File: config.mk
export PLATFORM = sky130hd
export DESIGN_NAME = cdb_arbiter
export DESIGN_NICKNAME = d
export VERILOG_FILES = /design/src/rtl/rob_pkg.sv /design/src/rtl/cdb_age_picker.sv /design/src/rtl/cdb_arbiter.sv
export SDC_FILE = /design/constraint.sdc
export NUM_CORES = 1
export LEC_CHECK = 0
export CAP_MARGIN = 30
export CORE_MARGIN = 8
export CORE_UTILIZATION = 41
export CTS_BUF_LIST = sky130_fd_sc_hd__clkbuf_8
export CTS_CLUSTER_DIAMETER = 100
export DETAILED_ROUTE_END_ITERATION = 10
export PLACE_DENSITY = 0.75
export SETUP_SLACK_MARGIN = 0.15
export SLEW_MARGIN = 20
export SYNTH_ARGS = -nofsm -noshare
export SYNTH_HDL_FRONTEND = slang
export SYNTH_SLANG_ARGS = --single-unit
File: constraint.sdc
create_clock -name clk -period 32.7 [get_ports clk]
set_clock_uncertainty 0.1 [all_clocks]
set_input_delay 6.54 -clock clk [delete_from_list [all_inputs] [get_ports clk]]
set_output_delay 6.54 -clock clk [all_outputs]
set_load 0.02 [all_outputs]
File: src/rtl/rob_pkg.sv
// Shared ROB/CDB types: tag, register and data widths, the CDB packet and the
// age helper used to order results relative to the ROB read pointer.
package rob_pkg;

  localparam int ROB_TAG_W = 5;
  localparam int PHY_W     = 6;
  localparam int DATA_W    = 32;

  typedef struct packed {
    logic [ROB_TAG_W-1:0] robtag;
    logic [DATA_W-1:0]    data;
    logic [PHY_W-1:0]     phyaddr;
    logic                 regwrite;
  } cdb_pkt_t;

  // Distance from the ROB head; modular subtraction handles pointer wrap.
  function automatic logic [ROB_TAG_W-1:0] rob_age(input logic [ROB_TAG_W-1:0] tag,
                                                   input logic [ROB_TAG_W-1:0] rdptr);
    return tag - rdptr;
  endfunction

endpackage

File: src/rtl/cdb_age_picker.sv
// Oldest-first selector, purely combinational (0 cycles); emits a one-hot grant
// for the valid entry with the smallest age, ties going to the lowest index.
module cdb_age_picker
  import rob_pkg::*;
#(
  parameter int N     = 4,
  parameter int AGE_W = ROB_TAG_W
) (
  input  logic [N-1:0]            valid,
  input  logic [N-1:0][AGE_W-1:0] age,
  output logic [N-1:0]            grant
);

  logic             found;
  logic [AGE_W-1:0] best_age;

  always_comb begin
    grant    = '0;
    found    = 1'b0;
    best_age = '0;
    // Strict less-than keeps the earlier (lower) index on equal ages.
    for (int i = 0; i < N; i++) begin
      if (valid[i] && (!found || (age[i] < best_age))) begin
        grant    = '0;
        grant[i] = 1'b1;
        found    = 1'b1;
        best_age = age[i];
      end
    end
  end

endmodule

File: src/rtl/cdb_arbiter.sv
// CDB arbiter: one holding slot per requester, oldest result broadcast each cycle.
// Latency 2 edges req_val->cdb_val; req_rdy drops while a slot is full and not granted.
module cdb_arbiter
  import rob_pkg::*;
#(
  parameter  int NUM_REQ   = 4,
  parameter  int ROB_DEPTH = 32,
  localparam int SRC_W     = (NUM_REQ > 1) ? $clog2(NUM_REQ) : 1
) (
  input  logic                               clk,
  input  logic                               rst,
  input  logic [NUM_REQ-1:0]                 req_val,
  input  logic [NUM_REQ-1:0][ROB_TAG_W-1:0]  req_robtag,
  input  logic [NUM_REQ-1:0][DATA_W-1:0]     req_data,
  input  logic [NUM_REQ-1:0][PHY_W-1:0]      req_phyaddr,
  input  logic [NUM_REQ-1:0]                 req_regwrite,
  output logic [NUM_REQ-1:0]                 req_rdy,
  input  logic [5:0]                         rob_rdptr,
  input  logic                               flush,
  input  logic [ROB_TAG_W-1:0]               flush_robtag,
  output logic                               cdb_val,
  output logic [ROB_TAG_W-1:0]               cdb_robtag,
  output logic [DATA_W-1:0]                  cdb_data,
  output logic [PHY_W-1:0]                   cdb_phyaddr,
  output logic                               cdb_regwrite,
  output logic [SRC_W-1:0]                   cdb_src
);

  if ($clog2(ROB_DEPTH) != ROB_TAG_W) begin : g_bad_depth
    $error("cdb_arbiter: ROB_DEPTH does not match ROB_TAG_W");
  end

  // The pointer's wrap bit is irrelevant to age ordering.
  logic                  unused_rdptr_msb;
  logic [ROB_TAG_W-1:0]  rdptr;
  assign unused_rdptr_msb = rob_rdptr[5];
  assign rdptr            = rob_rdptr[ROB_TAG_W-1:0];

  cdb_pkt_t                          hold_pkt [NUM_REQ];
  logic [NUM_REQ-1:0]                hold_vld;
  logic [NUM_REQ-1:0][ROB_TAG_W-1:0] hold_age;
  logic [NUM_REQ-1:0]                kill;
  logic [NUM_REQ-1:0]                cand;
  logic [NUM_REQ-1:0]                grant;
  logic [NUM_REQ-1:0]                accept;
  logic [ROB_TAG_W-1:0]              flush_age;
  cdb_pkt_t                          sel_pkt;
  logic [SRC_W-1:0]                  sel_src;

  assign flush_age = rob_age(flush_robtag, rdptr);

  always_comb begin
    hold_age = '0;
    kill     = '0;
    accept   = '0;
    for (int i = 0; i < NUM_REQ; i++) begin
      hold_age[i] = rob_age(hold_pkt[i].robtag, rdptr);
      kill[i]     = flush & hold_vld[i] & (hold_age[i] > flush_age);
      // Incoming results younger than a mispredicted branch are discarded.
      accept[i]   = req_val[i] & req_rdy[i]
                  & ~(flush & (rob_age(req_robtag[i], rdptr) > flush_age));
    end
  end

  assign cand    = hold_vld & ~kill;
  assign req_rdy = ~hold_vld | grant;

  cdb_age_picker #(
    .N     (NUM_REQ),
    .AGE_W (ROB_TAG_W)
  ) u_picker (
    .valid (cand),
    .age   (hold_age),
    .grant (grant)
  );

  for (genvar g = 0; g < NUM_REQ; g++) begin : g_slot
    always_ff @(posedge clk or posedge rst) begin
      if (rst) begin
        hold_vld[g] <= 1'b0;
      end else if (accept[g]) begin
        hold_vld[g] <= 1'b1;
      end else if (grant[g] || kill[g]) begin
        hold_vld[g] <= 1'b0;
      end
    end

    // Payload is qualified by hold_vld, so it needs no reset.
    always_ff @(posedge clk) begin
      if (accept[g]) begin
        hold_pkt[g] <= '{robtag:   req_robtag[g],
                         data:     req_data[g],
                         phyaddr:  req_phyaddr[g],
                         regwrite: req_regwrite[g]};
      end
    end
  end

  always_comb begin
    sel_pkt = '0;
    sel_src = '0;
    for (int i = 0; i < NUM_REQ; i++) begin
      if (grant[i]) begin
        sel_pkt = hold_pkt[i];
        sel_src = SRC_W'(i);
      end
    end
  end

  always_ff @(posedge clk or posedge rst) begin
    if (rst) begin
      cdb_val      <= 1'b0;
      cdb_robtag   <= '0;
      cdb_data     <= '0;
      cdb_phyaddr  <= '0;
      cdb_regwrite <= 1'b0;
      cdb_src      <= '0;
    end else begin
      cdb_val <= |grant;
      if (|grant) begin
        cdb_robtag   <= sel_pkt.robtag;
        cdb_data     <= sel_pkt.data;
        cdb_phyaddr  <= sel_pkt.phyaddr;
        cdb_regwrite <= sel_pkt.regwrite;
        cdb_src      <= sel_src;
      end
    end
  end

endmodule

==> out/metrics.cfg, run 1 <==
[critical_path]
crit_path_start_kind=input pin
path_class=input pin to output pin
cp-end-kind=output pin
required_ps=26060
arrival_ps=18840
worst-path-max-fanout=60
r2r_cells=42
slowest_delay_ps=820
crit_path_top_delay_cell=clkdlybuf4s50_1

[global_routing]
grt_antenna_before_repair=4
grt-ovfl-total=0
grt_pass1_vias=9376
grt_use_total_pct=20.75
grt_use_met2_pct=35.13
busiest_layer=met2
use_met1_pct=25.05
grt_max_degree=61
grt_pass1_wl_mm=53.82
grtUsageMet3_pct=5.119

[finish]
synthToLayoutAreaGrowth_pct=31.76
most-common-layout-cells=clkdlybuf4s50_1, edfxtp_1, ha_1
nets=1504
final_cell_area_um2=15280
layout_commonest_cell=clkdlybuf4s50_1
final_cells=1634
fillers=2346
layout-drive-gt1-share_pct=8.134
final_util_pct=54.86

[die]
die-area_um2=33930
die_x_um=184.2
coreArea_um2=27860
num_rows=61
initial_core_util_pct=41.63
io_pins=245
dieHeight_um=184.2

[sta]
finalCriticalPeriod_ps=25480
clock.fmax_mhz=39.25
setup_viol_count_final=0
finalCritPeriodShare_pct=77.92
setup-tns-final_ps=0
timing_worst_slew_pin_value_ps=959.0
final_hold_viol_count=0
whs_ps=395.0
rsz0062_at_grt=false
maxSlewViolCount=0
slew_headroom_pct=36.07

[yosys]
yosys_warnings=0
async_reset_ff_share_pct=22.47
yosysSeqAreaShare_pct=56.57
synth_edf_count=176
synth_cell_types=67
synthDominantCellAreaShare_pct=45.57
syn_nets=1254
synthTopCellsByArea=edfxtp_1, dfrtp_1, ha_1
ys_ff_latch=227
synth_area_leader_cell=edfxtp_1
avgSynthCellArea_um2=11.95
netlist_area_um2=11600
syn-instance-count=971
ys.flop_type=edfxtp_1

[place]
hpwl_mm=24.96
gp_congestion=0.8910
dpl.cell_count=1554
portBuffers=243
dpl_cell_area_um2=14410

[clock_network]
post_cts_buffers=0
clock_path_buffers=3
h-tree-depth=2
cts_tree=built
clkLatencyLatePin_ps=550
clkSlewWorstSetupHoldPaths_ps=50
numCtsBuffers=41
clock_sink_count=227
ctsResizeCount=0
hold_buffers=0
clock-root-buffer=clkbuf_8

[run_status]
status=complete, no violations

[routing]
vias=8897
drtIter0Drc=602
totalWireLength_mm=36.12
drt.antenna.violating_nets=0
route.detailed.drc=0
firstDrtPassIters=5
vias_per_cell=5.445
post_drt_wl_per_cell_um=22.10

[hold_path]
min_path_cells=2
hold_path_class=flip-flop to flip-flop

[pwr]
p_leak_nw=5.809
cellPowerDensity_nw_per_um2=118.7
vdd_drop_max_v=0.00006320

[run]
cap_violations=0

-- worst paths after layout --
path,start,slack (ps),end
max in group asynchronous,rst,25490,cdb_robtag[2]
max,rob_rdptr[0],7220,req_rdy[2]
min in group asynchronous,rst,6460,cdb_data[1]
min,cdb_src[1],390,cdb_src[1]
min reg2reg,cdb_src[1],390,cdb_src[1]
max reg2reg,hold_pkt[0][39],20130,hold_pkt[2][1]
-- state kept, by name, summed over array words and instances (netlist names) --
signal,cells
cdb_regwrite,1
cdb_src,2
cdb_robtag,5
cdb_val,1
cdb_phyaddr,6
cdb_data,32
hold_pkt,176
hold_vld,4
-- Yosys cell counts (3+ instances only) --
library cell  instances
buf_1                 5
buf_6                 3
dfrtp_1              51
edfxtp_1            176
clkbuf_1             19
o21a_1                3
nor3_1               35
maj3_1                5
xnor2_1              32
buf_2                18
o22ai_1               9
o21ai_1              14
a21boi_1             26
a21oi_1              70
nand2_1              65
ha_1                 80
a31oi_1              54
nor2b_1               5
xor2_1               11
nand3_1              50
a21boi_0             15
inv_1                30
nand2b_1              6
nor2_1               56
o211ai_1              4
fa_1                  9
nand4_1               9
buf_4                 8
a21o_1               26
o21ai_0              35
-- metrics by stage --
stage	worst slack (ps)	total power (W)
floorplan	11270	0.001202
finish	7221	0.001814
global route	6493	0.001939
CTS	7220	0.001821
global placement	7420	0.001504
detailed placement	7246	0.001544
-- layout make-up --
| cell class | count | area [um2] | share of cell area [%] |
|---|---|---|---|
| clock buffers | 42 | 578.1 | 3.783 |
| multi-input cells | 660 | 4697 | 30.74 |
| clock inverters | 34 | 261.5 | 1.711 |
| inverters | 31 | 116.4 | 0.7614 |
| flip-flops and latches | 227 | 6561 | 42.93 |
| well taps | 378 | 473.0 | 3.095 |
| repair buffers | 260 | 2590 | 16.95 |
| diodes | 2 | 5.005 | 0.03275 |
-- worst max-delay path: cells and delay by family --
kind / cells / cell delay [ps]
buf+inv: 8 / 3470
compound gates: 19 / 5220
xor+xnor: 1 / 130
mux: 1 / 140
fa+ha+maj: 6 / 1920
simple gates: 7 / 1260
-- where the power goes --
part / switching [W] / leakage [nW] / internal [W] / total (W)
clock: 0.000120 / 0.474 / 0.000153 / 0.000273
sequential: 0.0000390 / 2.27 / 0.000448 / 0.000487
combinational: 0.000677 / 3.07 / 0.000376 / 0.00105
total: 0.000837 / 5.81 / 0.000977 / 0.00181
-- kinds of logic (layout without fill, tap and decap cells) --
| family | Yosys count | in the layout | share of synthesized area (%) |
|---|---|---|---|
| flops | 227 | 227 | 56.57 |
| mux | 2 | 2 | 0.1726 |
| other cells | 0 | 2 | 0 |
| compound gates | 278 | 278 | 15.77 |
| fa+ha+maj | 96 | 96 | 10.81 |
| simple gates | 239 | 239 | 9.687 |
| buf+inv | 84 | 367 | 3.366 |
| xor+xnor | 45 | 45 | 3.625 |
-- metal layers --
layer | up-vias | part of all wire (%)
met5 | - | 0.064
met4 | 4 | 3.2
met3 | 71 | 8.8
met2 | 381 | 48
met1 | 4293 | 40
li1 | 4148 | -
Note: power is estimated with default switching activity, not from simulation.
==> run 2: changes to the inputs <==
Clock period 32.7 ns to 24.5 ns, I/O delays scaled along.
==> run 2 against run 1 <==
Against the previous run:
- sequential share of layout area is 0.17 points higher
- total power is 31% higher
- cell area is 0.39% lower
- non-clock buffer count stayed put
- worst setup slack worse by 4000 ps
- register-to-register slack worse by 7000 ps
- combinational power is 33% higher
- utilization is 0.22 points lower
- critical path depth is 1 higher
==> out/metrics.cfg, run 2 (synthesis results as in run 1) <==
[run]
cap_violations=0

[clock_network]
numCtsBuffers=39
hold_buffers=0
clock_path_buffers=3
clkLatencyLatePin_ps=540
clock_sink_count=227
clkSlewWorstSetupHoldPaths_ps=50
clock-root-buffer=clkbuf_8
ctsResizeCount=0
cts_tree=built
h-tree-depth=2
post_cts_buffers=0

[pwr]
p_leak_nw=5.786
cellPowerDensity_nw_per_um2=156.6
internal_power_w=0.001286
vdd_drop_max_v=0.0001101
power_frac_clock_pct=14.0
seqPwrFrac_pct=27.3
p_switching_w=0.001099
pwr-share-comb_pct=58.8
sw_frac_of_total_pct=46.08

[critical_path]
slowest_delay_ps=920
worst-path-max-fanout=59
crit_path_top_delay_cell=o2111a_2
required_ps=19500
crit_path_start_kind=input pin
path_class=input pin to output pin
arrival_ps=16300
cp-end-kind=output pin
path_common_cell=a21o_1

[place]
gp_congestion=0.8722
portBuffers=243
hpwl_mm=24.77
dpl.cell_count=1554
dpl_cell_area_um2=14390

[sta]
maxSlewViolCount=0
setup_viol_count_final=0
timing_worst_slew_pin_value_ps=979.2
finalCriticalPeriod_ps=21300
finalCritPeriodShare_pct=86.94
final_hold_viol_count=0
slew_headroom_pct=34.03
clock.fmax_mhz=46.95
setup-tns-final_ps=0
rsz0062_at_grt=false

[finish]
final_cells=1630
regMostFlops=hold_pkt
layout_commonest_cell=clkdlybuf4s50_1
most-common-layout-cells=clkdlybuf4s50_1, edfxtp_1, ha_1
seq_area_um2=6561
reg_top3=hold_pkt (176), cdb_data (32), cdb_phyaddr (6)
synthToLayoutAreaGrowth_pct=31.24
layout-drive-gt1-share_pct=8.160
largest_register_ffs=176
final_cell_area_um2=15220
fillers=2301
multi_input_area_um2=4697
nets=1502

[global_routing]
grt_pass1_vias=9132
grt_max_degree=60
grt_pass1_wl_mm=53.22
grt_antenna_before_repair=4
grt_use_total_pct=20.63
grt-ovfl-total=0

[die]
die-area_um2=33930
die_x_um=184.2
io_pins=245
coreArea_um2=27860
initial_core_util_pct=41.63
num_rows=61
dieHeight_um=184.2

[routing]
drtIter0Drc=522
vias=8859
totalWireLength_mm=35.67
vias_per_cell=5.435
drt.antenna.violating_nets=0
post_drt_wl_per_cell_um=21.88
route.detailed.drc=0
firstDrtPassIters=5

[run_status]
status=complete, no violations

[hold_path]
hold_path_class=flip-flop to flip-flop

run 2: per-stage QoR:
step	worst slack, ps	utilization, %	hold slack, ps	total power [W]
after floorplan	6350	-	407.9	0.001605
after global placement	3570	51.66	379.9	0.002000
after detailed placement	3367	51.66	390.2	0.002043
after CTS	3336	54.43	403.5	0.002383
after global routing	2630	54.63	422.3	0.002558
final	3200	54.64	405.7	0.002384
run 2: metal layers:
layer,global-route usage (%),part of all wire (%),vias to the layer above
met5,0,0.090,-
met4,8.712,3.5,6
met3,4.312,7.7,81
met2,34.58,48,353
met1,25.55,41,4285
li1,-,-,4134
run 2: power groups by stage:
stage          registers [W]  logic (W)  clock network (W)
6_report            0.000650    0.00140           0.000334
5_1_grt             0.000664    0.00153           0.000361
4_1_cts             0.000651    0.00139           0.000343
3_5_place_dp        0.000658    0.00139                  0
3_3_place_gp        0.000652    0.00135                  0
2_1_floorplan       0.000699   0.000906                  0
run 2: worst paths after layout:
path                                 startpoint              end  slack, ps  cells after the start
worst max-delay path               rob_rdptr[0]       req_rdy[1]       3200                     43
worst min-delay path                 cdb_src[0]       cdb_src[0]        410                      2
worst max register to register  hold_pkt[0][39]  hold_pkt[3][34]      13160                     42
worst min register to register       cdb_src[0]       cdb_src[0]        410                      2
max in group asynchronous                   rst    cdb_robtag[0]      18950                      3
min in group asynchronous                   rst      cdb_data[4]       4830                      3
run 2: critical path: cells and delay by family:
| kind | cells | cell delay [ps] |
|---|---|---|
| muxes | 1 | 150 |
| buffers and inverters | 6 | 2120 |
| and+or+nand+nor | 7 | 1270 |
| xor gates and xnor gates | 1 | 140 |
| adders and majority gates | 6 | 1830 |
| AOI/OAI and AO/OA | 22 | 5820 |
run 2: cell type report:
cell class / instances / area share (%)
Sequential cell: 227 / 43.10
Multi-Input combinational cell: 660 / 30.86
Timing Repair Buffer: 260 / 17.08
Clock buffer: 46 / 4.159
Tap cell: 378 / 3.107
Clock inverter: 26 / 0.8959
Inverter: 31 / 0.7644
Antenna cell: 2 / 0.03288
